`src/rtl/fpga_io_pkg.sv`:
```
// rtl/fpga_io_pkg.sv - shared constants for the FPGA I/O button debouncer
// Purpose: debounce FSM state encodings, default timing constants and a
//          state-to-level decode helper shared by the top and channel modules.
package fpga_io_pkg;

    localparam logic [1:0] S_REL = 2'd0;    // stable released
    localparam logic [1:0] V_PRS = 2'd1;    // verifying a press
    localparam logic [1:0] S_PRS = 2'd2;    // stable pressed
    localparam logic [1:0] V_REL = 2'd3;    // verifying a release

    localparam int DEF_TICK_DIV     = 1000;
    localparam int DEF_STABLE_TICKS = 20;

    // The debounced level is "pressed" in the stable-pressed state and while a
    // release is still being verified.
    function automatic logic is_pressed(input logic [1:0] st);
        return (st == S_PRS) || (st == V_REL);
    endfunction

endpackage

```
`src/rtl/fpga_button_debounce_if.sv`:
```
// rtl/fpga_button_debounce_if.sv - button pin / debounced event bundle
// Purpose: groups raw pins and debounced outputs of fpga_button_debounce.
// Signals: btn_raw (raw pins), btn_db (clean level), btn_press / btn_release
//          (one-cycle edge pulses), tick (sample strobe).
// Modports: master = pin source / event consumer, slave = debouncer.
interface fpga_button_debounce_if #(
    parameter int NUM_BTN = 2
);
    logic [NUM_BTN-1:0] btn_raw;
    logic [NUM_BTN-1:0] btn_db;
    logic [NUM_BTN-1:0] btn_press;
    logic [NUM_BTN-1:0] btn_release;
    logic               tick;

    modport master (
        output btn_raw,
        input  btn_db,
        input  btn_press,
        input  btn_release,
        input  tick
    );

    modport slave (
        input  btn_raw,
        output btn_db,
        output btn_press,
        output btn_release,
        output tick
    );
endinterface

```
`src/rtl/fpga_debounce_chan.sv`:
```
// rtl/fpga_debounce_chan.sv - one button: synchroniser, debounce FSM, pulses
// Ports: i_clk, i_rst_n (async active-low), i_tick (shared sample strobe),
//        i_raw (raw pin), o_db (debounced level), o_press / o_release
//        (one-cycle pulses in the first cycle o_db shows its new value).
module fpga_debounce_chan
    import fpga_io_pkg::*;
#(
    parameter int STABLE_TICKS = DEF_STABLE_TICKS,
    parameter bit INVERT       = 1'b0
) (
    input  logic i_clk,
    input  logic i_rst_n,
    input  logic i_tick,
    input  logic i_raw,
    output logic o_db,
    output logic o_press,
    output logic o_release
);

    localparam int            CW     = $clog2(STABLE_TICKS + 1);
    localparam logic [CW-1:0] C_ONE  = CW'(1);
    localparam logic [CW-1:0] C_LAST = CW'(STABLE_TICKS);

    logic          r_sync1;
    logic          r_sync2;
    logic [1:0]    r_state;
    logic [CW-1:0] r_cnt;
    logic          r_press;
    logic          r_release;

    logic          w_s;
    logic [1:0]    w_state_nxt;
    logic [CW-1:0] w_cnt_nxt;
    logic [CW-1:0] w_cnt_inc;

    // Sync flops reset to INVERT so the post-inversion sample starts released.
    assign w_s       = r_sync2 ^ INVERT;
    assign w_cnt_inc = r_cnt + C_ONE;

    always_comb begin
        w_state_nxt = r_state;
        w_cnt_nxt   = r_cnt;
        if (i_tick) begin
            case (r_state)
                S_REL: begin
                    if (w_s) begin
                        if (STABLE_TICKS == 1) begin
                            w_state_nxt = S_PRS;
                            w_cnt_nxt   = '0;
                        end else begin
                            w_state_nxt = V_PRS;
                            w_cnt_nxt   = C_ONE;
                        end
                    end
                end
                V_PRS: begin
                    if (!w_s) begin
                        w_state_nxt = S_REL;
                        w_cnt_nxt   = '0;
                    end else if (w_cnt_inc == C_LAST) begin
                        w_state_nxt = S_PRS;
                        w_cnt_nxt   = '0;
                    end else begin
                        w_cnt_nxt   = w_cnt_inc;
                    end
                end
                S_PRS: begin
                    if (!w_s) begin
                        if (STABLE_TICKS == 1) begin
                            w_state_nxt = S_REL;
                            w_cnt_nxt   = '0;
                        end else begin
                            w_state_nxt = V_REL;
                            w_cnt_nxt   = C_ONE;
                        end
                    end
                end
                V_REL: begin
                    if (w_s) begin
                        w_state_nxt = S_PRS;
                        w_cnt_nxt   = '0;
                    end else if (w_cnt_inc == C_LAST) begin
                        w_state_nxt = S_REL;
                        w_cnt_nxt   = '0;
                    end else begin
                        w_cnt_nxt   = w_cnt_inc;
                    end
                end
                default: begin
                    w_state_nxt = S_REL;
                    w_cnt_nxt   = '0;
                end
            endcase
        end
    end

    always_ff @(posedge i_clk or negedge i_rst_n) begin
        if (!i_rst_n) begin
            r_sync1   <= INVERT;
            r_sync2   <= INVERT;
            r_state   <= S_REL;
            r_cnt     <= '0;
            r_press   <= 1'b0;
            r_release <= 1'b0;
        end else begin
            r_sync1   <= i_raw;
            r_sync2   <= r_sync1;
            r_state   <= w_state_nxt;
            r_cnt     <= w_cnt_nxt;
            // Pulses load on the same edge as the state, so they line up with
            // the first cycle of the new debounced level.
            r_press   <= is_pressed(w_state_nxt) & ~is_pressed(r_state);
            r_release <= ~is_pressed(w_state_nxt) & is_pressed(r_state);
        end
    end

    assign o_db      = is_pressed(r_state);
    assign o_press   = r_press;
    assign o_release = r_release;

endmodule

```
`src/rtl/fpga_button_debounce.sv`:
```
// rtl/fpga_button_debounce.sv - multi-button debouncer with shared prescaler
// Ports: PCLK (sole clock), PRESETn (async active-low reset),
//        bus (slave modport: btn_raw in; btn_db, btn_press, btn_release,
//        tick out).
module fpga_button_debounce
    import fpga_io_pkg::*;
#(
    parameter int NUM_BTN      = 2,
    parameter int TICK_DIV     = DEF_TICK_DIV,
    parameter int STABLE_TICKS = DEF_STABLE_TICKS,
    parameter bit INVERT       = 1'b0
) (
    input  logic                  PCLK,
    input  logic                  PRESETn,
    fpga_button_debounce_if.slave bus
);

    localparam int            DW     = $clog2(TICK_DIV);
    localparam logic [DW-1:0] C_DMAX = DW'(TICK_DIV - 1);

    logic [DW-1:0]      r_div;
    logic               w_tick;
    logic [NUM_BTN-1:0] w_db;
    logic [NUM_BTN-1:0] w_press;
    logic [NUM_BTN-1:0] w_release;

    // Free-running prescaler; tick is decoded combinationally from it.
    always_ff @(posedge PCLK or negedge PRESETn) begin
        if (!PRESETn) begin
            r_div <= '0;
        end else if (r_div == C_DMAX) begin
            r_div <= '0;
        end else begin
            r_div <= r_div + DW'(1);
        end
    end

    assign w_tick = (r_div == C_DMAX);

    for (genvar g = 0; g < NUM_BTN; g++) begin : g_chan
        fpga_debounce_chan #(
            .STABLE_TICKS (STABLE_TICKS),
            .INVERT       (INVERT)
        ) u_chan (
            .i_clk     (PCLK),
            .i_rst_n   (PRESETn),
            .i_tick    (w_tick),
            .i_raw     (bus.btn_raw[g]),
            .o_db      (w_db[g]),
            .o_press   (w_press[g]),
            .o_release (w_release[g])
        );
    end

    assign bus.btn_db      = w_db;
    assign bus.btn_press   = w_press;
    assign bus.btn_release = w_release;
    assign bus.tick        = w_tick;

endmodule

```
`src/flat_wrapper.sv`:
```
// flat-port wrapper written by rule: the top's interface ports become plain ports
module fpga_button_debounce_flat import fpga_io_pkg::*;
#(
    parameter int NUM_BTN      = 2,
    parameter int TICK_DIV     = DEF_TICK_DIV,
    parameter int STABLE_TICKS = DEF_STABLE_TICKS,
    parameter bit INVERT       = 1'b0
)
  (PCLK, PRESETn, bus_btn_raw, bus_btn_db, bus_btn_press, bus_btn_release, bus_tick);
  fpga_button_debounce_if #(.NUM_BTN(NUM_BTN)) bus_i ();
  input  logic PCLK;
  input  logic PRESETn;
  input wire logic [$bits(bus_i.btn_raw)-1:0] bus_btn_raw;
  output wire logic [$bits(bus_i.btn_db)-1:0] bus_btn_db;
  output wire logic [$bits(bus_i.btn_press)-1:0] bus_btn_press;
  output wire logic [$bits(bus_i.btn_release)-1:0] bus_btn_release;
  output wire logic [$bits(bus_i.tick)-1:0] bus_tick;
  assign bus_i.btn_raw = bus_btn_raw;
  assign bus_btn_db = bus_i.btn_db;
  assign bus_btn_press = bus_i.btn_press;
  assign bus_btn_release = bus_i.btn_release;
  assign bus_tick = bus_i.tick;
  fpga_button_debounce #(.NUM_BTN(NUM_BTN), .TICK_DIV(TICK_DIV), .STABLE_TICKS(STABLE_TICKS), .INVERT(INVERT)) u_core (.PCLK(PCLK), .PRESETn(PRESETn), .bus(bus_i));
endmodule
```
`config.mk`:
```
export PLATFORM = sky130hd
export DESIGN_NAME = fpga_button_debounce_flat
export DESIGN_NICKNAME = d
export VERILOG_FILES = /design/src/rtl/fpga_io_pkg.sv /design/src/rtl/fpga_button_debounce_if.sv /design/src/rtl/fpga_debounce_chan.sv /design/src/rtl/fpga_button_debounce.sv /design/src/flat_wrapper.sv
export SDC_FILE = /design/constraint.sdc
export NUM_CORES = 1
export LEC_CHECK = 0
export ABC_AREA = 1
export CORE_AREA = 2 2 64 66
export DETAILED_ROUTE_END_ITERATION = 6
export DIE_AREA = 0 0 66 68
export PLACE_DENSITY = 0.64
export SYNTH_ARGS = -nofsm -noshare
export SYNTH_HDL_FRONTEND = slang
export SYNTH_SLANG_ARGS = --single-unit
```
`constraint.sdc`:
```
create_clock -name PCLK -period 2.1 [get_ports PCLK]
set_clock_uncertainty 0.15 [all_clocks]
set_input_delay 0.42 -clock PCLK [delete_from_list [all_inputs] [get_ports PCLK]]
set_output_delay 0.42 -clock PCLK [all_outputs]
set_load 0.02 [all_outputs]
```
# --- After elaboration in Yosys (flattened, before gate mapping) ---
# Cells that the tools add are included.
word_totals:
  out_inout_bits: 7
  ff_bits: 32
  wordCells: 78
  input_bits: 4
classes:
  mux: 29
  n_eq_ne: 17
  n_addsub: 3
  n_reduce_logical: 8
  n_bitwise: 8
ops:
  columns: ["op", "n"]
  rows:
  - ["$mux W5", 10]
  - ["$pmux W5 S4", 2]
  - ["$mux W2", 14]
  - ["$eq A2 B2 Y1 const B", 8]
  - ["$pmux W2 S4", 2]
  - ["$add A10 B1 Y10 const B", 1]
  - ["$add A5 B1 Y5 const B", 2]
  - ["$eq A10 B10 Y1 const B", 1]
  - ["$eq A5 B5 Y1 const B", 2]
  - ["$mux W10", 1]
  - ["$ne A2 B2 Y1 const B", 4]
  - ["$reduce_and A3 Y1", 2]
  - ["$and A1 B1 Y1", 4]
  - ["$eq A2 B1 Y1 const B", 2]
  - ["$logic_not A2 Y1", 2]
  - ["$logic_or A1 B1 Y1", 4]
  - ["$not A1 Y1", 4]

# --- Depth between registers and ports, before layout ---
logic_depth:
  word_depth: 10
  ltp_mapped: 9
  ltp_nobuf: 8

# --- Modules after synthesis ---
# From an unflattened synthesis, not the netlist that was laid out.
hier_totals:
  cells_unflattened: 189
  hier_area_um2: 1576.5
modules_own_cells:
  columns: ["module", "seq_area_each_um2", "area_each_um2", "n_inst", "cells_per_inst"]
  rows:
  - ["fpga_button_debounce", 250.2, 529.3, 1, 67]
  - ["fpga_debounce_chan at u_core.g_chan[0].u_chan", 275.3, 526.8, 1, 61]
  - ["fpga_debounce_chan at u_core.g_chan[1].u_chan", 275.3, 520.5, 1, 61]

# --- Worst setup path before layout ---
# Ideal clock, no wire load.
synth_path:
  path_kind: "register to output"
  from: "reg u_core.r_div[0]"
  to: "out bus_tick"
  setup_slack_ns: 0.490
  t_required_ns: 1.530
  path_stages_with_launch: 6
  n_path_buf: 1
  t_arrival_ns: 1.040
  cell_sequence: "dfrtp_1 -> ha_1 -> nand2_1 -> nand3b_1 -> nor2_2 -> buf_6"
synth_via:
  elab_chain_len: 1
synth_lines:
  columns: ["element", "line_no", "source"]
  rows:
  - ["start, declared", "fpga_button_debounce.sv:21", "logic [DW-1:0] r_div;"]
  - ["start signal, assigned", "fpga_button_debounce.sv:34", "r_div <= r_div + DW'(1);"]
  - ["$eq A10 B10 Y1", "fpga_button_debounce.sv:38", "assign w_tick = (r_div == C_DMAX);"]
  - ["end, declared", "flat_wrapper.sv:17", "output wire logic [$bits(bus_i.tick)-1:0] bus_tick;"]
# No other way between the ends.

# --- Final worst setup path ---
# Ends and elaborated chain as after synthesis.

==> flow_metrics.env <==
export IMPL_grt_setup_unrepaired="false"
export IMPL_reg2reg_slack_ns=0.37
export IMPL_cts_tree="built"
export IMPL_synth_cell_types=26
export IMPL_clock_path_buffers=2
export IMPL_end_kind="primary output"
export IMPL_syn_to_final_growth_pct=13.54
export IMPL_dieHeight_um=68
export IMPL_vdd_drop_max_mv=0.3993
export IMPL_cp_arrival_ns=1.35
export IMPL_p_sw_share_pct=20.58
export IMPL_crit_fanout=2
export IMPL_port_buffers=10
export IMPL_maxSlewViolCount=0
export IMPL_hold_viol=0
export IMPL_p_int_mw=0.9782
export IMPL_synth_flop_cell="dfrtp_1"
export IMPL_slew_headroom_pct=70.94
export IMPL_path_class="flop to primary output"
export IMPL_leakage_nw=0.9275
export IMPL_syn_nets=210
export IMPL_period_minus_slack_ns=1.915
export IMPL_critPathSlowestCell="dfrtp_1"
export IMPL_p_comb_share_pct=1.9
export IMPL_power_density_mw_per_mm2=659.3
export IMPL_synth_area_leaders="dfrtp_1 (49%), nand2_1 (12%), inv_1 (5.5%)"
export IMPL_clk_pin_slew_ns=0.07
export IMPL_ctsHoldBuffers=0
export IMPL_die_area_mm2=0.004488
export IMPL_maxCapViolations=0
export IMPL_synth_most_common_cell="nand2_1"
export IMPL_htreeDepth=2
export IMPL_endpoint="bus_tick"
export IMPL_clockRootBuffer="clkbuf_8"
export IMPL_ios=11
export IMPL_antenna_found_initial=0
export IMPL_post_cts_buffers=0
export IMPL_cts_buffers=5
export IMPL_synth_seq_cells=32
export IMPL_clock_fmax_mhz=522.1
export IMPL_grt_max_degree=33
export IMPL_startpoint="u_core.r_div[0]"
export IMPL_yosys_area_top_type="dfrtp_1"
export IMPL_fin_util_pct=48.44
export IMPL_min_path_type="flop to flop"
export IMPL_drc=0
export IMPL_netlist_area_leader_share_pct=48.67
export IMPL_fin_tns_setup_ns=0
export IMPL_rr_worst_depth=8
export IMPL_grt_pass1_wl_mm=4.719
export IMPL_num_nets_final=220
export IMPL_syn_avg_cell_area_um2=8.105
export IMPL_ys_warn_count=0
export IMPL_clock_sinks=32
export IMPL_wire_per_inst_um=10.47
export IMPL_place_inst=256
export IMPL_rr_endpoint="u_core.g_chan[1].u_chan.r_cnt[4]"
export IMPL_drive_gt1_share_pct=10.75
export IMPL_wl_mm=2.764
export IMPL_status="completed"
export IMPL_crit_path_cell_trace="ha_1 > nand2_1 > nand3b_1 > nor2_2 > clkbuf_2"
export IMPL_overflow=0
export IMPL_power_switching_mw=0.2534
export IMPL_dp_hpwl_mm=1.969
export IMPL_start_util_pct=42.67
export IMPL_insertion_delay_ns=0.29
export IMPL_slowest_delay_ns=0.36
export IMPL_synth_area_mm2=0.001645
export IMPL_drt_iter0_drc=81
export IMPL_finalCritPeriodShare_pct=91.21
export IMPL_die_x_um=66
export IMPL_antenna_left=0
export IMPL_final_cells=264
export IMPL_worstPathRequired_ns=1.53
export IMPL_seq_area_frac_synth_pct=48.67
export IMPL_first_pass_iters=5
export IMPL_first_global_vias=1080
export IMPL_netlist_top_cells_count="nand2_1 (54), dfrtp_1 (32), inv_1 (24), nor2_1 (21), nand3_1 (14)"
export IMPL_synth_async_reset_ratio_pct=100.0
export IMPL_setup_violations=0
export IMPL_coreArea_mm2=0.003856
export IMPL_synth_edf_count=0
export IMPL_track_usage_pct=14.21
export IMPL_gp_congestion=0.7886
export IMPL_power_frac_seq_pct=50.5
export IMPL_via_per_inst=4.663
export IMPL_startpoint_type="flop"
export IMPL_r2r_start="u_core.r_div[0]"
export IMPL_core_rowCount=23
export IMPL_tightest_slew_ns=0.4329
export IMPL_synthCells=203
export IMPL_diodes=0
export IMPL_pwr_share_clk_pct=47.6
export IMPL_vias=1231
## layout make-up
| type | count | area [um^2] |
|---|---|---|
| sequential | 32 | 800.8 |
| fill | 373 | 1988 |
| multi-input combinational | 135 | 670.6 |
| clock inverter | 3 | 42.54 |
| clock buffer | 5 | 68.82 |
| tap | 50 | 62.56 |
| timing repair buffer | 15 | 132.6 |
| inverter | 24 | 90.09 |
## through the flow
step | power [mW] | instance area [um^2] | hold slack [ns] | worst slack [ns]
3_5_place_dp | 0.6583 | 1762 | 0.1858 | 0.06625
5_1_grt | 1.288 | 1868 | 0.2180 | 0.1120
4_1_cts | 1.251 | 1872 | 0.2025 | 0.01083
2_1_floorplan | 0.6380 | 1645 | -0.02559 | 0.4901
6_report | 1.232 | 1868 | 0.1983 | 0.1845
3_3_place_gp | 0.6583 | 1762 | 0.1832 | 0.08481
## metal layers
layer  part of all wire [%]  vias up  routed length [um]  GRT usage, %
met1                     49      547                1355         17.20
met3                    3.9        6                 108         4.934
met2                     45       20                1231         22.35
met5                      0        -                   0             0
li1                       -      658                   -             -
met4                    2.5        0                  68         7.653
## timing repair
item,4_1_cts,5_1_grt
pin swaps,0,0
gates resized for setup,1,2
endpoints found under the setup margin,1,1
## layout by cell type (no fill, tap or decap), types with 2 or more instances in the layout
master            n
nand2_1          54
dfrtp_1          32
inv_1            24
nor2_1           21
nand3_1          14
clkdlybuf4s50_1   9
nand4_1           7
o21ai_0           7
clkbuf_8          5
buf_4             5
nor3_1            4
a21oi_1           4
xor2_1            4
o21ai_1           4
ha_1              3
nand3b_1          2
nor2_2            2
nand3_2           2
## logic make-up after synthesis
group           count (synthesis)  share of synthesized area [%]
compound gates                 16                          5.095
xor+xnor                        5                          2.661
fa+ha+maj                       3                          2.282
buf+inv                        36                          10.57
flops                          32                          48.67
simple gates                  111                          30.72
## critical path, delay by kind of cell (launching register included)
family	cells	cell delay (ns)
flip-flops	1	0.36
adder cells (fa/ha/maj)	1	0.17
AND/OR/NAND/NOR	3	0.35
buffers and inverters	1	0.18
## state kept, by name, indices dropped and copies added, names as in the netlist
register                        flops
u_core.r_div                       10
u_core.g_chan.u_chan.r_sync2        2
u_core.g_chan.u_chan.r_cnt         10
u_core.g_chan.u_chan.r_sync1        2
u_core.g_chan.u_chan.o_press        2
u_core.g_chan.u_chan.o_release      2
u_core.g_chan.u_chan.r_state        4
## how the worst min path moves through the flow
stage | cells after the start | start | endpoint
final | 0 | u_core.g_chan[0].u_chan.r_sync1 | u_core.g_chan[0].u_chan.r_sync2
after floorplan | 0 | PRESETn | u_core.g_chan[0].u_chan.o_press
after global routing | 0 | u_core.g_chan[0].u_chan.r_sync1 | u_core.g_chan[0].u_chan.r_sync2
after detailed placement | 0 | u_core.g_chan[0].u_chan.r_sync1 | u_core.g_chan[0].u_chan.r_sync2
after global placement | 0 | u_core.g_chan[0].u_chan.r_sync1 | u_core.g_chan[0].u_chan.r_sync2
after CTS | 0 | u_core.g_chan[0].u_chan.r_sync1 | u_core.g_chan[0].u_chan.r_sync2
## power groups by stage
stage          logic, mW  registers [mW]  clock network (mW)
3_5_place_dp      0.0244           0.634                   0
3_3_place_gp      0.0245           0.634                   0
2_1_floorplan    0.00464           0.633                   0
6_report          0.0230           0.622               0.586
4_1_cts           0.0244           0.622               0.605
5_1_grt           0.0276           0.622               0.638
Power figures use the tool's default switching activity.
